**config.mk**
```make
export PLATFORM = sky130hd
export DESIGN_NAME = rf_1r_1w_32_32_arb
export DESIGN_NICKNAME = d
export VERILOG_FILES = /design/src/rtl/rf_1r_1w_32_32_arb.sv
export SDC_FILE = /design/constraint.sdc
export NUM_CORES = 1
export LEC_CHECK = 0
export BUFFER_PORTS_ARGS = -buffer_cell sky130_fd_sc_hd__clkbuf_2
export CAP_MARGIN = 0
export CORE_UTILIZATION = 51
export CTS_CLUSTER_SIZE = 30
export DETAILED_ROUTE_END_ITERATION = 6
export MAX_ROUTING_LAYER = met4
export PLACE_DENSITY_LB_ADDON = 0.1
export SYNTH_ARGS = -nofsm -noshare
export SYNTH_HDL_FRONTEND = slang
export SYNTH_SLANG_ARGS = --single-unit
```
**constraint.sdc**
```tcl
create_clock -name rf_clock -period 2.3 [get_ports rf_clock]
set_input_delay 0.23 -clock rf_clock [delete_from_list [all_inputs] [get_ports rf_clock]]
set_output_delay 0.23 -clock rf_clock [all_outputs]
set_load 0.02 [all_outputs]
```
**src/rtl/rf_1r_1w_32_32_arb.sv**
```systemverilog
// rf_1r_1w_32_32_arb: round-robin sharing of a 1R/1W 32x32 register file
// between two readers and two writers, with registered RAM-side signals.
module rf_1r_1w_32_32_arb #(
    parameter bit BYPASS = 1'b1
) (
    input  logic        rf_clock,
    input  logic        rf_reset,
    input  logic        rd_req_a,
    input  logic        rd_req_b,
    input  logic [4:0]  rd_addr_a,
    input  logic [4:0]  rd_addr_b,
    output logic        rd_ack_a,
    output logic        rd_ack_b,
    output logic        rd_valid_a,
    output logic        rd_valid_b,
    output logic [31:0] rd_data_a,
    output logic [31:0] rd_data_b,
    input  logic        wr_req_a,
    input  logic        wr_req_b,
    input  logic [4:0]  wr_addr_a,
    input  logic [4:0]  wr_addr_b,
    input  logic [31:0] wr_data_a,
    input  logic [31:0] wr_data_b,
    output logic        wr_ack_a,
    output logic        wr_ack_b,
    output logic [4:0]  rf_rd_addr_0,
    input  logic [31:0] rf_rd_data_0,
    output logic        rf_wr_enable,
    output logic [4:0]  rf_wr_addr,
    output logic [31:0] rf_wr_data
);
    localparam logic PORT_A = 1'b0;
    localparam logic PORT_B = 1'b1;

    logic        rd_last_q, rd_last_d;
    logic        wr_last_q, wr_last_d;
    logic        wr_gnt_a, wr_gnt_b, wr_gnt;
    logic [4:0]  wr_sel_addr;
    logic [31:0] wr_sel_data;
    logic        rd_pick_a, rd_pick_b, rd_pick;
    logic [4:0]  rd_sel_addr;
    logic        rd_coll, rd_block;
    logic        rd_gnt_a, rd_gnt_b, rd_gnt;

    logic [4:0]  rd_addr_q, rd_addr_d;
    logic        wr_en_q, wr_en_d;
    logic [4:0]  wr_addr_q, wr_addr_d;
    logic [31:0] wr_data_q, wr_data_d;
    logic        s1_vld_q, s1_vld_d;
    logic        s1_port_q, s1_port_d;
    logic        s1_hit_q, s1_hit_d;
    logic [31:0] s1_byp_q, s1_byp_d;
    logic        vld_a_q, vld_a_d;
    logic        vld_b_q, vld_b_d;
    logic [31:0] dat_a_q, dat_a_d;
    logic [31:0] dat_b_q, dat_b_d;
    logic [31:0] ret_data;

    always_comb begin
        wr_gnt_a = ~rf_reset & wr_req_a
                 & (~wr_req_b | (wr_last_q == PORT_B));
        wr_gnt_b = ~rf_reset & wr_req_b & ~wr_gnt_a
                 & (~wr_req_a | (wr_last_q == PORT_A));
        wr_gnt   = wr_gnt_a | wr_gnt_b;
        wr_sel_addr = wr_gnt_a ? wr_addr_a : wr_addr_b;
        wr_sel_data = wr_gnt_a ? wr_data_a : wr_data_b;

        rd_pick_a = rd_req_a & (~rd_req_b | (rd_last_q == PORT_B));
        rd_pick_b = rd_req_b & ~rd_pick_a;
        rd_pick   = rd_pick_a | rd_pick_b;
        rd_sel_addr = rd_pick_a ? rd_addr_a : rd_addr_b;

        // A same-cycle write to the read address would land on the same
        // RAM edge as the read; either forward it or hold the read off.
        rd_coll  = rd_pick & wr_gnt & (rd_sel_addr == wr_sel_addr);
        rd_block = ~BYPASS & rd_coll;
        rd_gnt_a = ~rf_reset & rd_pick_a & ~rd_block;
        rd_gnt_b = ~rf_reset & rd_pick_b & ~rd_block;
        rd_gnt   = rd_gnt_a | rd_gnt_b;
    end

    always_comb begin
        rd_last_d = rd_last_q;
        if (rd_gnt) rd_last_d = rd_gnt_b ? PORT_B : PORT_A;
        wr_last_d = wr_last_q;
        if (wr_gnt) wr_last_d = wr_gnt_b ? PORT_B : PORT_A;

        wr_en_d   = wr_gnt;
        wr_addr_d = wr_gnt ? wr_sel_addr : wr_addr_q;
        wr_data_d = wr_gnt ? wr_sel_data : wr_data_q;

        rd_addr_d = rd_gnt ? rd_sel_addr : rd_addr_q;
        s1_vld_d  = rd_gnt;
        s1_port_d = rd_gnt ? rd_gnt_b : s1_port_q;
        s1_hit_d  = BYPASS & rd_gnt & rd_coll;
        s1_byp_d  = wr_sel_data;

        ret_data = s1_hit_q ? s1_byp_q : rf_rd_data_0;
        vld_a_d  = s1_vld_q & (s1_port_q == PORT_A);
        vld_b_d  = s1_vld_q & (s1_port_q == PORT_B);
        dat_a_d  = vld_a_d ? ret_data : dat_a_q;
        dat_b_d  = vld_b_d ? ret_data : dat_b_q;
    end

    always_ff @(posedge rf_clock) begin
        if (rf_reset) begin
            rd_last_q <= PORT_B;
            wr_last_q <= PORT_B;
            wr_en_q   <= 1'b0;
            wr_addr_q <= '0;
            wr_data_q <= '0;
            rd_addr_q <= '0;
            s1_vld_q  <= 1'b0;
            s1_port_q <= PORT_A;
            s1_hit_q  <= 1'b0;
            s1_byp_q  <= '0;
            vld_a_q   <= 1'b0;
            vld_b_q   <= 1'b0;
            dat_a_q   <= '0;
            dat_b_q   <= '0;
        end else begin
            rd_last_q <= rd_last_d;
            wr_last_q <= wr_last_d;
            wr_en_q   <= wr_en_d;
            wr_addr_q <= wr_addr_d;
            wr_data_q <= wr_data_d;
            rd_addr_q <= rd_addr_d;
            s1_vld_q  <= s1_vld_d;
            s1_port_q <= s1_port_d;
            s1_hit_q  <= s1_hit_d;
            s1_byp_q  <= s1_byp_d;
            vld_a_q   <= vld_a_d;
            vld_b_q   <= vld_b_d;
            dat_a_q   <= dat_a_d;
            dat_b_q   <= dat_b_d;
        end
    end

    assign rd_ack_a     = rd_gnt_a;
    assign rd_ack_b     = rd_gnt_b;
    assign wr_ack_a     = wr_gnt_a;
    assign wr_ack_b     = wr_gnt_b;
    assign rd_valid_a   = vld_a_q;
    assign rd_valid_b   = vld_b_q;
    assign rd_data_a    = dat_a_q;
    assign rd_data_b    = dat_b_q;
    assign rf_rd_addr_0 = rd_addr_q;
    assign rf_wr_enable = wr_en_q;
    assign rf_wr_addr   = wr_addr_q;
    assign rf_wr_data   = wr_data_q;
endmodule
```
======== Word level (Yosys, flattened, before mapping) ========
Index checks and enable logic that the tools add are counted.
Widths: inputs -> output; s select.
storage, ports and cells
  output and inout port bits .............. 113
  register bits ........................... 146
  logic and storage cells ................. 49
  input port bits ......................... 122
operators by class
  equal/unequal tests ..................... 1
  muxes and demuxes ....................... 6
  bitwise gates (word level) .............. 28
operators by type and width
  cell         number
  $mux 32      2
  $and 1x1->1  14
  $mux 5       2
  $not 1->1    8
  $or 1x1->1   6
  $eq 5x5->1   1
  $mux 1       2

======== Logic depth before layout (Yosys ltp) ========
Gate-level depths: netlist (run 1).
  depth after elaboration ................. 10
  mapped depth ............................ 7

======== Worst setup path before layout (run 1) ========
OpenSTA, ideal clock, no wires.
  path kind ............................... input to output
  from .................................... input port rf_reset
  to ...................................... output port wr_ack_b
  stages on the path ...................... 4
  buffers on the path ..................... 3
  slack ................................... 0.773 ns
  data arrival time ....................... 1.297 ns
  path through ............................ buf_2 > clkbuf_1 > clkbuf_1 > a211oi_1
between the ends
  cells in the longest elaborated chain, start to end .. 6
ends and longest elaborated chain
  element        RTL line  source
  from (decl)    7         input logic rf_reset,
  $not 1->1 *    60, 62
  $and 1x1->1    60        wr_gnt_a = ~rf_reset & wr_req_a
  $and 1x1->1    61        & (~wr_req_b | (wr_last_q == PORT_B));
  $not 1->1      62        wr_gnt_b = ~rf_reset & wr_req_b & ~wr_gnt_a
  $and 1x1->1 *  62
  $and 1x1->1 *  63        & (~wr_req_a | (wr_last_q == PORT_A));
  to (decl)      25        output logic wr_ack_b,
Mark *: on every way between the ends. The rest lies on a longest branch, timed or not.

======== Worst setup path in the final report (run 1) ========
  from .................................... register wr_last_q
  to ...................................... register s1_byp_q[27]
between the ends
  cells in the longest elaborated chain, start to end .. 3
ends and longest elaborated chain
  element                 RTL line  source
  from (decl)             36        logic wr_last_q, wr_last_d;
  from (signal assigned)  123       wr_last_q <= wr_last_d;
  $or 1x1->1              61
  $and 1x1->1             61
  $mux 32                 66        wr_sel_data = wr_gnt_a ? wr_data_a : wr_data_b;
  to (signal assigned)    131       s1_byp_q <= s1_byp_d;
  to (decl)               52        logic [31:0] s1_byp_q, s1_byp_d;
No other way between the ends.
A chain may end at the register's enable or synchronous reset.

==> results of run 1 <==
-- final timing paths --
| path | startpoint | end | slack, ns | depth (start not counted) |
|---|---|---|---|---|
| worst max-delay path | wr_last_q$_SDFFE_PP1P_ | s1_byp_q[27]$_SDFF_PP0_ | 0.15 | 6 |
| worst max register to register | wr_last_q$_SDFFE_PP1P_ | s1_byp_q[27]$_SDFF_PP0_ | 0.15 | 6 |
| worst min register to register | rd_last_q$_SDFFE_PP1P_ | rd_last_q$_SDFFE_PP1P_ | 0.48 | 2 |
| worst min-delay path | wr_data_b[2] | s1_byp_q[2]$_SDFF_PP0_ | 0.02 | 3 |
-- per-layer routing --
metal	vias to the layer above	track usage [%]
li1	2516	-
met1	2247	33.9
met2	189	44.5
met3	35	6.74
met4	0	13.0
met5	-	-
-- logic make-up after synthesis --
kind of cell    after synthesis  synth area share, %
compound gates              118                 16.2
xor+xnor                      2                0.321
buf+inv                      52                 4.03
flops                       146                 53.5
mux                          68                 12.5
simple gates                175                 13.6
-- where the power goes --
part           leakage (µW)  switching [µW]  total, µW  internal [µW]
clock network      0.000281            1000       2650           1640
logic               0.00208             571        981            409
registers           0.00121            90.5       2800           2710
total               0.00357            1670       6420           4760
-- cell type report --
type                       instances  area (µm²)
sequential                       146        2920
tap                              136         170
inverter                           3        12.5
clock inverter                    10         108
timing repair buffer             290        1740
fill                             804        2590
multi-input combinational        364        2360
clock buffer                      21         469
-- worst max-delay path, cell delays in order (launching register included) --
cell and delay [ns]:
dfxtp_1 0.33, nand2b_2 0.29, nand2_8 0.20, buf_4 0.27
mux2i_1 0.28, dlygate4sd3_1 0.59, nor2_1 0.04
-- metrics by stage --
step / hold slack, ns / cell area [µm²] / setup WS, ns / cells
2_1_floorplan: 0.330 / 5470 / 0.773 / 561
3_3_place_gp: 0.455 / 6700 / 0.624 / 890
3_5_place_dp: 0.467 / 6700 / 0.563 / 890
4_1_cts: 0.00375 / 7760 / 0.0827 / 969
5_1_grt: 0.0188 / 7780 / 0.0599 / 970
6_report: 0.0187 / 7780 / 0.151 / 970
-- flip-flops by register name (all words and copies together), names as in the netlist --
name,cells
rd_data_a,32
wr_last_q,1
rd_valid_a,1
rd_last_q,1
s1_byp_q,32
rf_wr_addr,5
rd_data_b,32
s1_vld_q,1
rf_wr_data,32
rf_rd_addr_0,5
rf_wr_enable,1
s1_hit_q,1
s1_port_q,1
rd_valid_b,1
-- layout by cell type (no fill, tap or decap), types with 4 or more instances in the layout --
master / instances
mux2i_1: 68
clkbuf_2: 233
clkbuf_16: 16
dfxtp_1: 145
clkinv_2: 6
a211oi_1: 102
clkbuf_8: 5
nor2_1: 144
dlygate4sd3_1: 48
buf_4: 7
nor3_1: 6
o21ai_0: 4
-- timing repair --
action / in CTS / in global routing
hold buffers: 48 / 0
gates resized for setup: 0 / 2
setup endpoints to repair: 0 / 10
hold endpoints to repair: 26 / 0
==> results.yml, run 1 <==
yosys:
  yosys-top-cells-area: "dfxtp_1 53%, a211oi_1 14%, mux2i_1 12%"
  ys.flop_type: "dfxtp_1"
  ys_seq_area_share_pct: 53.5
  syn_nets: 683
  ys_ff_latch: 146
  syn_area_mm2: 0.00547
  synth.largest_area_cell: "dfxtp_1"
  netlist_instances: 561
  synth_edf_count: 0
  synth_common_cells: "146 x dfxtp_1, 145 x nor2_1, 102 x a211oi_1"
  yosys_warnings: 0
  synth_top_cell_area_share_pct: 53.5
  syn-mean-instance-area_um2: 9.74
  yosys.cell_types.count: 30
  async_flop_share_pct: 0
  yosysMostFrequentCell: "dfxtp_1"
routing:
  avgRoutedWirePerCell_um: 15.3
  via_per_inst: 5.14
  first_pass_iters: 4
  wl_mm: 14.8
  wl_met3_um: 881
  drcViolationCount: 0
  drt-met1-wl_mm: 6.51
  via_count: 4987
  antenna_left: 0
  top_layer: "met4"
  drtIter0Drc: 236
  met2_length_mm: 6.96
cts:
  clkTransAtPathRegs_ns: 0.06
  htreeDepth: 4
  cts_tree: "built"
  cts_buffers: 17
  cts_setup_buffers: 0
  cts-root-buf: "clkbuf_8"
  clock_latency_ns: 0.52
  clk_path_buf_depth: 2
  cts_sinks: 146
sta:
  tightest_slew_ns: 0.841
  drv_slew: 0
  setup_viol: 0
  fin_setup_tns_ns: 0
  clock.fmax_ghz: 0.465
  period_minus_slack_ns: 2.15
  rsz0062_at_grt: "false"
  hold_violations: 0
  skew_ns: 0.0101
  timing.final.crit_share_pct: 93.4
  slew_headroom_pct: 44.0
layout:
  fin_util_pct: 75.1
  fin_nets: 944
  antennaDiodeCount: 0
  syn_to_final_growth_pct: 42.4
  drive_above_1_share_pct: 34.1
worst_setup_path:
  crit_arrival_ns: 2.52
  cp_max_fo: 12
  end_kind: "register"
  critPathRequiredTime_ns: 2.68
  crit_type: "register to register"
  critPathLaunchType: "register"
power:
  power_uw: 6420
  p_per_area_mw_per_mm2: 825
  leakagePower_uw: 0.00357
  ir_drop_v: 0.000517
floorplan:
  row_count: 37
  die_h_um: 106
  start_util_pct: 52.7
  die-area_mm2: 0.0111
  core_area_mm2: 0.0104
  dieWidth_um: 106
  ios: 235
global_routing:
  grt_pass1_wl_mm: 23.7
  grt-ovfl-total: 0
  grt_pass1_vias: 4884
  antenna_found_initial: 0
  groute.usage.overall_pct: 28.1
  grt_max_degree: 85
hold_path:
  hold_path.class: "input pin to register"
status:
  status: "complete, no violations"
job:
  drv_cap: 0
placed_design:
  dp_hpwl_mm: 10.1
  portBuffers: 234
  place.gp.congestion: 0.888
Note: power is estimated with default switching activity, not from simulation.
==> inputs of run 2 (changes only) <==
--- a/config.mk
+++ b/config.mk
@@ -7,7 +7,7 @@
 export LEC_CHECK = 0
 export BUFFER_PORTS_ARGS = -buffer_cell sky130_fd_sc_hd__clkbuf_2
 export CAP_MARGIN = 0
-export CORE_UTILIZATION = 51
+export CORE_UTILIZATION = 50
 export CTS_CLUSTER_SIZE = 30
 export DETAILED_ROUTE_END_ITERATION = 6
 export MAX_ROUTING_LAYER = met4
==> run 2 against run 1 <==
Net effect:
- routed wire length rose by 1.3%
- largest power group is now the clock network
- flip-flop and latch count did not move
- setup slack improved by 0.048 ns
- total power rose by 2.2%
- hold slack got worse by 0.00062 ns
- maximum frequency rose by 2.3%
- via count fell by 0.38%
- clock skew fell by 0.00066 ns
- register-to-register slack improved by 0.05 ns
- clock-buffer cell count fell by 2
- non-clock buffer count fell by 19
==> results.yml, run 2 (same netlist as run 1, synthesis figures left out) <==
status:
  status: "complete, no violations"
layout:
  drive_above_1_share_pct: 34.5
  final_area_mm2: 0.00764
  fin_nets: 924
  antennaDiodeCount: 0
  layout_commonest_cell: "clkbuf_2"
  fin_util_pct: 73.0
  final_cell_mix: "233 x clkbuf_2, 145 x dfxtp_1, 144 x nor2_1"
  syn_to_final_growth_pct: 39.7
power:
  ir_drop_v: 0.000453
  p_comb_share_pct: 14.5
  cell_internal_pwr_uw: 4880
  leakagePower_uw: 0.00351
  pwr-share-clk_pct: 42.9
  switching_share_pct: 25.7
  netSwitchingPower_uw: 1690
  seqPwrFrac_pct: 42.7
  p_per_area_mw_per_mm2: 860
sta:
  tightest_slew_ns: 0.635
  rsz0062_at_grt: "false"
  timing.final.crit_share_pct: 91.3
  setup_viol: 0
  fin_setup_tns_ns: 0
  slew_headroom_pct: 57.7
  clock.fmax_ghz: 0.476
  period_minus_slack_ns: 2.10
  skew_ns: 0.00945
  drv_slew: 0
  hold_violations: 0
worst_setup_path:
  cpLargestDelayFamily: "buffers and inverters"
  crit_type: "register to register"
  critPathRequiredTime_ns: 2.68
  cp_max_fo: 25
  path_buf_inv: 2
  end_kind: "register"
  crit_chain: "nand2b_1, nand2_4, buf_12, mux2i_1, dlygate4sd3_1, nor2_1"
  max_stage_delay_ns: 0.59
  critPathLaunchType: "register"
  reg2reg_from: "wr_last_q$_SDFFE_PP1P_"
  crit_arrival_ns: 2.48
  r2r_end: "s1_byp_q[19]$_SDFF_PP0_"
  cp_slowest_cell: "dlygate4sd3_1"
  r2r_setup_slack_ns: 0.20
  rr_worst_depth: 6
floorplan:
  start_util_pct: 52.2
  ios: 235
  die_h_um: 107
  core_area_mm2: 0.0105
  row_count: 37
  dieWidth_um: 107
  die-area_mm2: 0.0114
global_routing:
  grt_max_degree: 136
  grt_pass1_vias: 4821
  grt-ovfl-total: 0
  antenna_found_initial: 0
  groute.usage.overall_pct: 27.9
  grt_pass1_wl_mm: 23.8
cts:
  cts_buffers: 17
  cts_sinks: 146
  holdBufCountCts: 30
  cts_tree: "built"
  cts-root-buf: "clkbuf_8"
  clkTransAtPathRegs_ns: 0.06
  htreeDepth: 4
  post_cts_resized: 0
  clock_latency_ns: 0.51
  clk_path_buf_depth: 2
  cts_setup_buffers: 0
routing:
  via_per_inst: 5.22
  drtIter0Drc: 292
  wl_mm: 15.0
  antenna_left: 0
  drcViolationCount: 0
  avgRoutedWirePerCell_um: 15.8
  first_pass_iters: 5
  via_count: 4968
placed_design:
  place.gp.congestion: 0.848
  dp_hpwl_mm: 10.3
  placed_area_mm2: 0.00672
  portBuffers: 234
hold_path:
  holdCritStartpoint: "wr_data_b[23]"
  holdPathStages: 3
  holdPathEnd: "s1_byp_q[23]$_SDFF_PP0_"
  hold_path.class: "input pin to register"
job:
  drv_cap: 0
[run 2: cell count changes in the layout (fill, tap and decap cells not counted), moves of 2 or more]
cell / before / now
clkbuf_8: 5 / 2
bufinv_16: 2 / 4
dlygate4sd3_1: 48 / 30
clkinv_4: 0 / 3
clkinvlp_4: 3 / 1
buf_12: 2 / 4
buf_4: 7 / 4
[run 2: layer usage]
| layer | up-vias | wire (µm) | GRT usage [%] |
|---|---|---|---|
| li1 | 2470 | - | - |
| met1 | 2296 | 6650 | 35.5 |
| met2 | 190 | 7280 | 44.0 |
| met3 | 12 | 912 | 5.58 |
| met4 | 0 | 193 | 10.7 |
| met5 | - | 0 | - |
[run 2: worst max-delay path by stage]
stage / cells after the start / endpoint / slack (ns) / start
global route: 6 / s1_byp_q[19]$_SDFF_PP0_ / 0.11 / wr_last_q$_SDFFE_PP1P_
detailed placement: 7 / s1_hit_q$_SDFF_PP0_ / 0.66 / rf_reset
finish: 6 / s1_byp_q[19]$_SDFF_PP0_ / 0.20 / wr_last_q$_SDFFE_PP1P_
floorplan: 4 / wr_ack_b / 0.77 / rf_reset
global placement: 7 / s1_hit_q$_SDFF_PP0_ / 0.74 / rf_reset
CTS: 6 / s1_byp_q[22]$_SDFF_PP0_ / 0.23 / wr_last_q$_SDFFE_PP1P_
[run 2: cell type report]
type,count,area [µm²]
tap,136,170
clock inverter,13,183
clock buffer,19,432
fill,784,2830
multi-input combinational,363,2340
inverter,3,12.5
timing repair buffer,271,1580
sequential,146,2920
[run 2: power groups by stage]
stage | clock, µW | sequential, µW | combinational [µW]
6_report | 2820 | 2800 | 950
5_1_grt | 2990 | 2820 | 1030
4_1_cts | 2860 | 2800 | 946
3_5_place_dp | 0 | 2850 | 893
3_3_place_gp | 0 | 2850 | 875
2_1_floorplan | 0 | 2990 | 403
[run 2: per-stage QoR]
| stage | setup WS [ns] | cells | hold WS [ns] | total power, µW |
|---|---|---|---|---|
| after floorplan | 0.773 | 561 | 0.330 | 3400 |
| after global placement | 0.742 | 889 | 0.455 | 3720 |
| after detailed placement | 0.665 | 889 | 0.459 | 3750 |
| after CTS | 0.227 | 951 | 0.000709 | 6610 |
| after global routing | 0.109 | 951 | 0.00712 | 6840 |
| final | 0.199 | 951 | 0.0180 | 6570 |
[run 2: worst min-delay path: stages]
cell      delay (ns)
clkbuf_2        0.07
mux2i_1         0.08
nor2_1          0.11
==> inputs of run 3 (changes only) <==
--- a/config.mk
+++ b/config.mk
@@ -5,6 +5,7 @@
 export SDC_FILE = /design/constraint.sdc
 export NUM_CORES = 1
 export LEC_CHECK = 0
+export ABC_AREA = 1
 export BUFFER_PORTS_ARGS = -buffer_cell sky130_fd_sc_hd__clkbuf_2
 export CAP_MARGIN = 0
 export CORE_UTILIZATION = 50
==> run 3 against run 2 <==
Net effect:
- synthesized area increased by 4.6%
- flip-flop and latch count unchanged
- cell area decreased by 0.82%
- sequential share of layout area increased by 0.32 points
- utilization decreased by 4.0 points
- largest cell class unchanged
==> results.yml, run 3 <==
status:
  status: "complete, no violations"
sta:
  setup_viol: 0
  hold_violations: 0
  fin_setup_tns_ns: 0
  worst_slack_ns: 0.337
  timing.final.crit_share_pct: 85.3
  tightest_slew_ns: 0.640
  clock.fmax_ghz: 0.510
  rsz0062_at_grt: "false"
  slew_headroom_pct: 57.1
  drv_slew: 0
  period_minus_slack_ns: 1.96
  skew_ns: 0.00714
yosys:
  synth_edf_count: 0
  ys.flop_type: "dfxtp_1"
  yosys_warnings: 0
  netlist_instances: 699
  synth_common_cells: "146 x dfxtp_1, 137 x nand2_1, 92 x a21oi_1"
  yosys-top-cells-area: "dfxtp_1 51%, nand2_1 9.0%, a21oi_1 8.1%"
  syn-mean-instance-area_um2: 8.17
  ys_seq_area_share_pct: 51.1
  async_flop_share_pct: 0
  synth.largest_area_cell: "dfxtp_1"
  syn_nets: 821
  yosys.cell_types.count: 23
  yosysMostFrequentCell: "dfxtp_1"
  syn_area_mm2: 0.00571
  synth_top_cell_area_share_pct: 51.1
  ys_ff_latch: 146
cts:
  clkTransAtPathRegs_ns: 0.06
  post_cts_resized: 0
  cts-root-buf: "clkbuf_16"
  cts_tree: "built"
  cts_buffers: 17
  clk_path_buf_depth: 2
  clock_latency_ns: 0.42
  holdBufCountCts: 0
  cts_sinks: 146
  cts_setup_buffers: 0
  htreeDepth: 4
routing:
  via_per_inst: 5.12
  wl_mm: 15.8
  first_pass_iters: 4
  antenna_left: 0
  avgRoutedWirePerCell_um: 14.8
  drcViolationCount: 0
  via_count: 5466
  drtIter0Drc: 362
global_routing:
  grt_pass1_vias: 5041
  groute.usage.overall_pct: 27.5
  grt_max_degree: 45
  grt-ovfl-total: 0
  antenna_found_initial: 0
  grt_pass1_wl_mm: 24.0
power:
  switching_share_pct: 25.6
  p_per_area_mw_per_mm2: 882
  leakagePower_uw: 0.00389
  netSwitchingPower_uw: 1710
  cell_internal_pwr_uw: 4970
  pwr-share-clk_pct: 44.1
  seqPwrFrac_pct: 41.9
  p_comb_share_pct: 14.0
  ir_drop_v: 0.000643
hold_path:
  hold_path.class: "input pin to register"
worst_setup_path:
  crit_arrival_ns: 1.73
  critPathRequiredTime_ns: 2.07
  critPathLaunchType: "register"
  end_kind: "output port"
  cp_max_fo: 13
  crit_type: "register to output port"
placed_design:
  dp.cells: 1035
  preCtsSetupSlack_ns: 0.519
  portBuffers: 234
  place.gp.congestion: 0.827
  dp_hpwl_mm: 10.9
floorplan:
  ios: 235
  start_util_pct: 52.0
  dieWidth_um: 109
  core_area_mm2: 0.0110
  die_h_um: 109
  die-area_mm2: 0.0119
  row_count: 38
layout:
  fin_nets: 1036
  layout_commonest_cell: "clkbuf_2"
  syn_to_final_growth_pct: 32.5
  final_cell_mix: "234 x clkbuf_2, 145 x dfxtp_1, 137 x nand2_1"
  final_cells: 1067
  antennaDiodeCount: 0
  drive_above_1_share_pct: 30.7
job:
  drv_cap: 0
==> run 3: worst paths after layout <==
| path | startpoint | to | slack (ns) | depth (start not counted) |
|---|---|---|---|---|
| setup / recovery | rd_last_q$_SDFFE_PP1P_ | rd_ack_b | 0.34 | 6 |
| hold / removal | wr_req_a | wr_last_q$_SDFFE_PP1P_ | 0.06 | 2 |
| setup reg to reg | s1_port_q$_SDFFE_PP0P_ | rd_data_a[13]$_SDFFE_PP0P_ | 0.52 | 6 |
| hold reg to reg | s1_vld_q$_SDFF_PP0_ | rd_valid_b$_SDFF_PP0_ | 0.46 | 2 |
==> run 3: final cells by class <==
| type | count | area [µm²] |
|---|---|---|
| Inverter | 71 | 269 |
| Sequential cell | 146 | 2920 |
| Timing Repair Buffer | 245 | 1280 |
| Multi-Input combinational cell | 433 | 2290 |
| Tap cell | 140 | 175 |
| Clock buffer | 23 | 488 |
| Clock inverter | 9 | 151 |
| Fill cell | 882 | 3410 |
==> run 3: logic make-up after synthesis <==
kind of cell	synth area share, %
and+or+nand+nor	14.6
DFF	51.1
buffers and inverters	8.82
muxes	5.61
AOI/OAI and AO/OA	19.8
==> run 3: critical path, stage by stage (launching register included) <==
cell and delay [ns]:
dfxtp_1 0.30, inv_1 0.08, nand2_2 0.12, nand2_1 0.36, nand3_1 0.20, inv_1 0.09
clkbuf_2 0.17
==> run 3: layer usage <==
layer	part of all wire [%]	vias to the layer above	global-route usage (%)
met4	2.7	0	13.4
li1	-	2766	-
met3	7.2	33	7.59
met1	43	2465	32.3
met2	48	202	43.3
met5	0	-	-
==> run 3: power groups by stage <==
stage | registers (µW) | clock network (µW) | logic [µW]
2_1_floorplan | 3000 | 0 | 418
5_1_grt | 2820 | 3100 | 1030
3_5_place_dp | 2850 | 0 | 930
6_report | 2800 | 2950 | 935
3_3_place_gp | 2850 | 0 | 910
4_1_cts | 2800 | 2990 | 938
==> run 3: stage by stage <==
step | util [%] | hold WS, ns | total power (µW) | area (µm²)
6_report | 69.0 | 0.0587 | 6680 | 7570
3_5_place_dp | 63.1 | 0.458 | 3780 | 6930
2_1_floorplan | - | 0.359 | 3420 | 5710
4_1_cts | 69.0 | 0.0400 | 6730 | 7570
5_1_grt | 69.0 | 0.0493 | 6950 | 7570
3_3_place_gp | 63.1 | 0.462 | 3760 | 6930
